==> src/rtl/ldst_router_pkg.sv <==
// rtl/ldst_router_pkg.sv - shared types and default address map for the ldst router
package ldst_router_pkg;

  localparam int PTR_W  = 30;
  localparam int WORD_W = 32;

  typedef logic [PTR_W-1:0]  ptr;
  typedef logic [WORD_W-1:0] word;

  typedef enum logic [2:0] {
    TGT_L1D = 3'd0,
    TGT_IO  = 3'd1
  } ldst_tgt_t;

  typedef enum logic [1:0] {
    ST_IDLE,
    ST_BUSY,
    ST_FAULT,
    ST_TOUT
  } ldst_state_t;

  // Target 0 sits in the low slice: the first 512 MiB go to L1d, the rest falls through to IO.
  localparam logic [2*PTR_W-1:0] DEF_TGT_BASE = {30'h0000_0000, 30'h0000_0000};
  localparam logic [2*PTR_W-1:0] DEF_TGT_MASK = {30'h0000_0000, 30'h3800_0000};

endpackage

==> src/rtl/ldst_addr_decode.sv <==
// rtl/ldst_addr_decode.sv - fixed-priority base/mask address matcher
module ldst_addr_decode import ldst_router_pkg::*; #(
  parameter int                     NTGT     = 2,
  parameter logic [NTGT*PTR_W-1:0]  TGT_BASE = DEF_TGT_BASE,
  parameter logic [NTGT*PTR_W-1:0]  TGT_MASK = DEF_TGT_MASK,
  localparam int                    SEL_W    = (NTGT > 1) ? $clog2(NTGT) : 1
) (
  input  logic [PTR_W-1:0] addr,
  output logic [SEL_W-1:0] sel,
  output logic             miss
);

  logic [NTGT-1:0] hit;

  always_comb begin
    for (int i = 0; i < NTGT; i++) begin
      hit[i] = ((addr & TGT_MASK[i*PTR_W +: PTR_W]) == TGT_BASE[i*PTR_W +: PTR_W]);
    end
  end

  // Walk from the top down so the lowest-index hit is the last one written.
  always_comb begin
    sel  = '0;
    miss = 1'b1;
    for (int i = NTGT - 1; i >= 0; i--) begin
      if (hit[i]) begin
        sel  = SEL_W'(i);
        miss = 1'b0;
      end
    end
  end

endmodule

==> src/rtl/ldst_router.sv <==
// rtl/ldst_router.sv - routes the core ldst port to one of NTGT memory targets with fault/timeout responses
module ldst_router import ldst_router_pkg::*; #(
  parameter int                    NTGT     = 2,
  parameter logic [NTGT*PTR_W-1:0] TGT_BASE = DEF_TGT_BASE,
  parameter logic [NTGT*PTR_W-1:0] TGT_MASK = DEF_TGT_MASK,
  parameter int                    TIMEOUT  = 256
) (
  input  logic                   clk,
  input  logic                   rst_n,
  input  logic                   ldst_start,
  input  logic                   ldst_write,
  input  logic [PTR_W-1:0]       ldst_addr,
  input  logic [WORD_W-1:0]      ldst_data_wr,
  output logic                   ldst_ready,
  output logic                   ldst_fault,
  output logic [WORD_W-1:0]      ldst_data_rd,
  output logic [NTGT-1:0]        tgt_start,
  output logic                   tgt_write,
  output logic [PTR_W-1:0]       tgt_addr,
  output logic [WORD_W-1:0]      tgt_data_wr,
  output logic [NTGT-1:0]        tgt_abort,
  input  logic [NTGT-1:0]        tgt_ready,
  input  logic [NTGT*WORD_W-1:0] tgt_data_rd
);

  localparam int SEL_W = (NTGT > 1) ? $clog2(NTGT) : 1;
  localparam int CNT_W = (TIMEOUT > 0) ? $clog2(TIMEOUT + 1) : 1;
  localparam logic [CNT_W-1:0] CNT_LAST = CNT_W'((TIMEOUT > 0) ? TIMEOUT - 1 : 0);

  ldst_state_t       state_q, state_d;
  logic [SEL_W-1:0]  sel_q, sel_d;
  logic [CNT_W-1:0]  cnt_q, cnt_d;
  logic [SEL_W-1:0]  dec_sel;
  logic              dec_miss;
  logic              accept;
  logic              sel_rdy;
  logic [WORD_W-1:0] sel_data;

  assign tgt_write   = ldst_write;
  assign tgt_addr    = ldst_addr;
  assign tgt_data_wr = ldst_data_wr;

  ldst_addr_decode #(
    .NTGT     (NTGT),
    .TGT_BASE (TGT_BASE),
    .TGT_MASK (TGT_MASK)
  ) u_decode (
    .addr (ldst_addr),
    .sel  (dec_sel),
    .miss (dec_miss)
  );

  always_comb begin
    sel_rdy  = 1'b0;
    sel_data = '0;
    for (int i = 0; i < NTGT; i++) begin
      if (sel_q == SEL_W'(i)) begin
        sel_rdy  = tgt_ready[i];
        sel_data = tgt_data_rd[i*WORD_W +: WORD_W];
      end
    end
  end

  always_ff @(posedge clk or negedge rst_n) begin
    if (!rst_n) begin
      state_q <= ST_IDLE;
      sel_q   <= '0;
      cnt_q   <= '0;
    end else begin
      state_q <= state_d;
      sel_q   <= sel_d;
      cnt_q   <= cnt_d;
    end
  end

  always_comb begin
    state_d = state_q;
    sel_d   = sel_q;
    cnt_d   = cnt_q;
    unique case (state_q)
      ST_BUSY: begin
        // A ready in the expiry cycle wins over the timeout.
        if (sel_rdy) begin
          state_d = ST_IDLE;
        end else if (TIMEOUT != 0 && cnt_q == CNT_LAST) begin
          state_d = ST_TOUT;
        end else if (cnt_q != '1) begin
          cnt_d = cnt_q + CNT_W'(1);
        end
      end
      ST_FAULT, ST_TOUT: state_d = ST_IDLE;
      default: ;
    endcase
    if (accept) begin
      state_d = dec_miss ? ST_FAULT : ST_BUSY;
      sel_d   = dec_miss ? sel_q : dec_sel;
      cnt_d   = '0;
    end
  end

  always_comb begin
    ldst_ready   = 1'b0;
    ldst_fault   = 1'b0;
    ldst_data_rd = '0;
    tgt_abort    = '0;
    unique case (state_q)
      ST_BUSY: begin
        ldst_ready = sel_rdy;
        if (sel_rdy) ldst_data_rd = sel_data;
      end
      ST_FAULT: begin
        ldst_ready = 1'b1;
        ldst_fault = 1'b1;
      end
      ST_TOUT: begin
        ldst_ready = 1'b1;
        ldst_fault = 1'b1;
        tgt_abort  = NTGT'(1) << sel_q;
      end
      default: ;
    endcase
    // A completion cycle doubles as an accept slot for the next request.
    accept    = rst_n && ldst_start && (state_q == ST_IDLE || ldst_ready);
    tgt_start = (accept && !dec_miss) ? (NTGT'(1) << dec_sel) : '0;
  end

endmodule
==> config.mk <==
export PLATFORM = sky130hd
export DESIGN_NAME = ldst_router
export DESIGN_NICKNAME = d
export VERILOG_FILES = /design/src/rtl/ldst_router_pkg.sv /design/src/rtl/ldst_addr_decode.sv /design/src/rtl/ldst_router.sv
export SDC_FILE = /design/constraint.sdc
export NUM_CORES = 1
export LEC_CHECK = 0
export ABC_AREA = 1
export CAP_MARGIN = 20
export CELL_PAD_IN_SITES_DETAIL_PLACEMENT = 1
export CELL_PAD_IN_SITES_GLOBAL_PLACEMENT = 2
export CORE_MARGIN = 2
export CORE_UTILIZATION = 11
export DETAILED_ROUTE_END_ITERATION = 16
export PLACE_DENSITY_LB_ADDON = 0.1
export SLEW_MARGIN = 10
export SYNTH_ARGS = -nofsm -noshare
export SYNTH_HDL_FRONTEND = slang
export SYNTH_HIERARCHICAL = 1
export SYNTH_SLANG_ARGS = --single-unit
==> constraint.sdc <==
create_clock -name clk -period 2.8 [get_ports clk]
set_input_delay 0.7 -clock clk [delete_from_list [all_inputs] [get_ports clk]]
set_output_delay 0.7 -clock clk [all_outputs]
set_load 0.01 [all_outputs]
==> metrics.md <==
| Metric | Value |
|---|---|
| Largest net degree at the start of global routing | `35` |
| Synth Instances | `between 200 and 300` |
| Clk sinks | `12` |
| Worst skew pair latency | `0.24 ns` |
| Ports | `~230` |
| Tot Pwr | `about 1.4 mW` |
| Worst setup margin | `0.0837 ns` |
| Share of the synthesized area in the top cell type | `26.8%` |
| Share of cells above drive strength 1 | `16.4%` |
| Clock Path Buffers | `2` |
| Core ar. | `0.0163 mm^2` |
| Routed Antenna Nets | `0` |
| Fin cells | `568` |
| Sequential area share after synthesis | `16.5%` |
| Yosys Warn Count | `6` |
| DIE WIDTH | `roughly 130 um` |
| Post-synth top area cell | `buf_4` |
| Placer's final routability congestion estimate | `about 0.7` |
| Max Freq | `368 MHz` |
| Ys async rst share | `100%` |
| DR iter-0 viols | `60` |
| Synth Flop Type | `dfrtp_1` |
| Most common cell in the synthesized netlist | `nand2_1` |
| Peak VDD IR | `around 0.24 mV` |
| Final instance area | `roughly 0.0027 mm^2` |
| First-pass GRT wire length | `~12000 um` |
| Hold Vio Cnt, Final | `0` |
| Worst-path fanout max | `11` |
| EDFF count, synth | `0` |
| Vias | `1956` |
| Synthesized flop and latch total | `12` |
| DP Area | `approximately 0.0028 mm^2` |
| Main area contributors after synthesis | `buf_4 27%, nand2_1 20%, dfrtp_1 17%` |
| DR DRC count | `0` |
| Biggest cell delay along the critical path | `around 0.49 ns` |
| Status | `finished clean` |
| Critical path type | `in2out` |
| # diodes | `0` |
| Area growth from synthesis to layout | `51.1%` |
| Type of the most critical hold path | `reg2reg` |
| Final Setup Violations | `0` |
| PwrDens | `503 mW/mm^2` |
| Crit end category | `output port` |
| Post-synth cell types | `26` |
| Syn_nets | `431` |
| Post-DP HPWL | `between 6000 and 7000 um` |
| Global-route usage over all layers | `8.49%` |
| Setup_tns | `0 ns` |
| Initial Utilization | `11.1%` |
| Buf+Inv Stages, Crit Path | `3` |
| Max-slew violations | `0` |
| Worst EP required | `around 2.1 ns` |
| Row cnt | `between 40 and 50` |
| Delay-heaviest family, CP | `buffers and inverters` |
| Clock-pin slew on the worst setup and hold paths | `0.05 ns` |
| Htree depth | `1` |
| Dpl ws | `-0.327 ns` |
| Worst path cell trace | `clkdlybuf4s50_1, nand2_1, nand2_2, nand3_4, buf_8, a21oi_1, dlygate4sd2_1` |
| Via count of the first global-routing pass | `1941` |
| Die ar. | `0.0176 mm^2` |
| Critical path startpoint category | `input port` |
| 1st-pass router iterations | `4` |
| Syn_area_per_cell | `6.14 um^2` |
| Critical path's slowest cell | `clkdlybuf4s50_1` |
| CTS tree | `built` |
| Initial antenna violation count | `0` |
| Fin nets | `485` |
| Drt wl/cell | `13.6 um` |
| WP data arrival | `2.02 ns` |
| List of most frequent post-synthesis cells | `99 x nand2_1, 65 x buf_4, 34 x a21oi_1` |
| Hold buffers post-CTS | `0` |
| Clock Skews | `roughly 0.0018 ns` |
| Via density per instance | `3.44` |
| Minimum clock period | `between 2 and 3 ns` |
| Cts bufs inserted | `3` |
| Root Buffer | `clkbuf_16` |
| GR Overflow Total | `0` |
| Die Ht | `approximately 130 um` |
| Post-Place Cells | `565` |
| Maxcap violations | `0` |
| Leak Pwr | `1.27 nW` |
| IO Port Bufs | `112` |
| Fin crit share | `97.0%` |
| WL final | `7700 um` |
| Syn Std Cell Area | `0.00182 mm^2` |
[layer usage]
metal / wire length [um] / GRT usage, % / vias up
li1: - / - / 964
met1: 3860 / 11.8 / 887
met2: 3060 / 12.4 / 95
met3: 641 / 3.03 / 10
met4: 141 / 2.15 / 0
met5: 0 / 0 / -
[final timing paths]
path | slack [ns] | end | from | depth (start not counted)
max reg2reg | 0.86 | cnt_q[3] | cnt_q[0] | 8
min | 0.54 | cnt_q[1] | cnt_q[1] | 2
max | 0.08 | ldst_data_rd[8] | tgt_ready[1] | 7
max in group asynchronous | 1.72 | cnt_q[7] | rst_n | 2
min in group asynchronous | 0.92 | cnt_q[1] | rst_n | 2
min reg2reg | 0.54 | cnt_q[1] | cnt_q[1] | 2
[tightest hold or removal path: cells and delay by family, from the launching register on]
kind	cells	cell delay, ns
and+or+nand+nor	2	0.14
DFF	1	0.37
[where the power goes]
| part | total [mW] | switching, mW | internal [mW] | leakage (nW) |
|---|---|---|---|---|
| Sequential | 0.244 | 0.0397 | 0.205 | 0.162 |
| Combinational | 0.869 | 0.500 | 0.368 | 1.07 |
| Clock | 0.270 | 0.0825 | 0.187 | 0.0370 |
| Total | 1.38 | 0.623 | 0.760 | 1.27 |
[cell families after synthesis]
| kind of cell | Yosys count | share of synthesized area (%) |
|---|---|---|
| compound gates | 35 | 9.63 |
| xor+xnor | 2 | 0.964 |
| fa+ha+maj | 3 | 2.06 |
| other cells | 1 | 0.206 |
| flops | 12 | 16.5 |
| simple gates | 145 | 35.2 |
| buf+inv | 98 | 35.4 |
[cells in the final DEF (no fill, tap or decap), drive strengths merged]
master and count:
dlygate4sd2 3, nor3 3, nor2 15, inv 22
nor4 1, buf 17, nand3 21, ha 3
a21oi 34, clkbuf 25, nand4 2, o21ai 1
nand3b 1, xor2 1, xnor2 1, clkdlybuf4s50 76
conb 1, clkdlybuf4s15 7, nand2 102, dfrtp 12
[sequential cells by signal, indices dropped and copies added (netlist names)]
register	cells
cnt_q	9
sel_q	1
state_q	2
[through the flow]
step	util [%]	hold WS, ns
after detailed placement	17.0	0.527
after CTS	17.4	0.540
final	16.8	0.535
after global placement	17.0	0.531
after global routing	16.8	0.578
after floorplan	-	0.404
[cell type report]
class                   count  area (um^2)
multi-input cells         186          891
fillers                  2039        13600
well taps                 220          275
clock buffers               3         75.1
inverters                  22         85.1
repair buffers            125         1120
flip-flops and latches     12          300
[what timing repair did]
| action | CTS | global route |
|---|---|---|
| gates resized for setup | 59 | 48 |
| buffers inserted | 0 | 0 |
| gates cloned | 0 | 0 |
| setup endpoints to repair | 35 | 33 |
No activity file was read; power rests on OpenSTA's default activity.
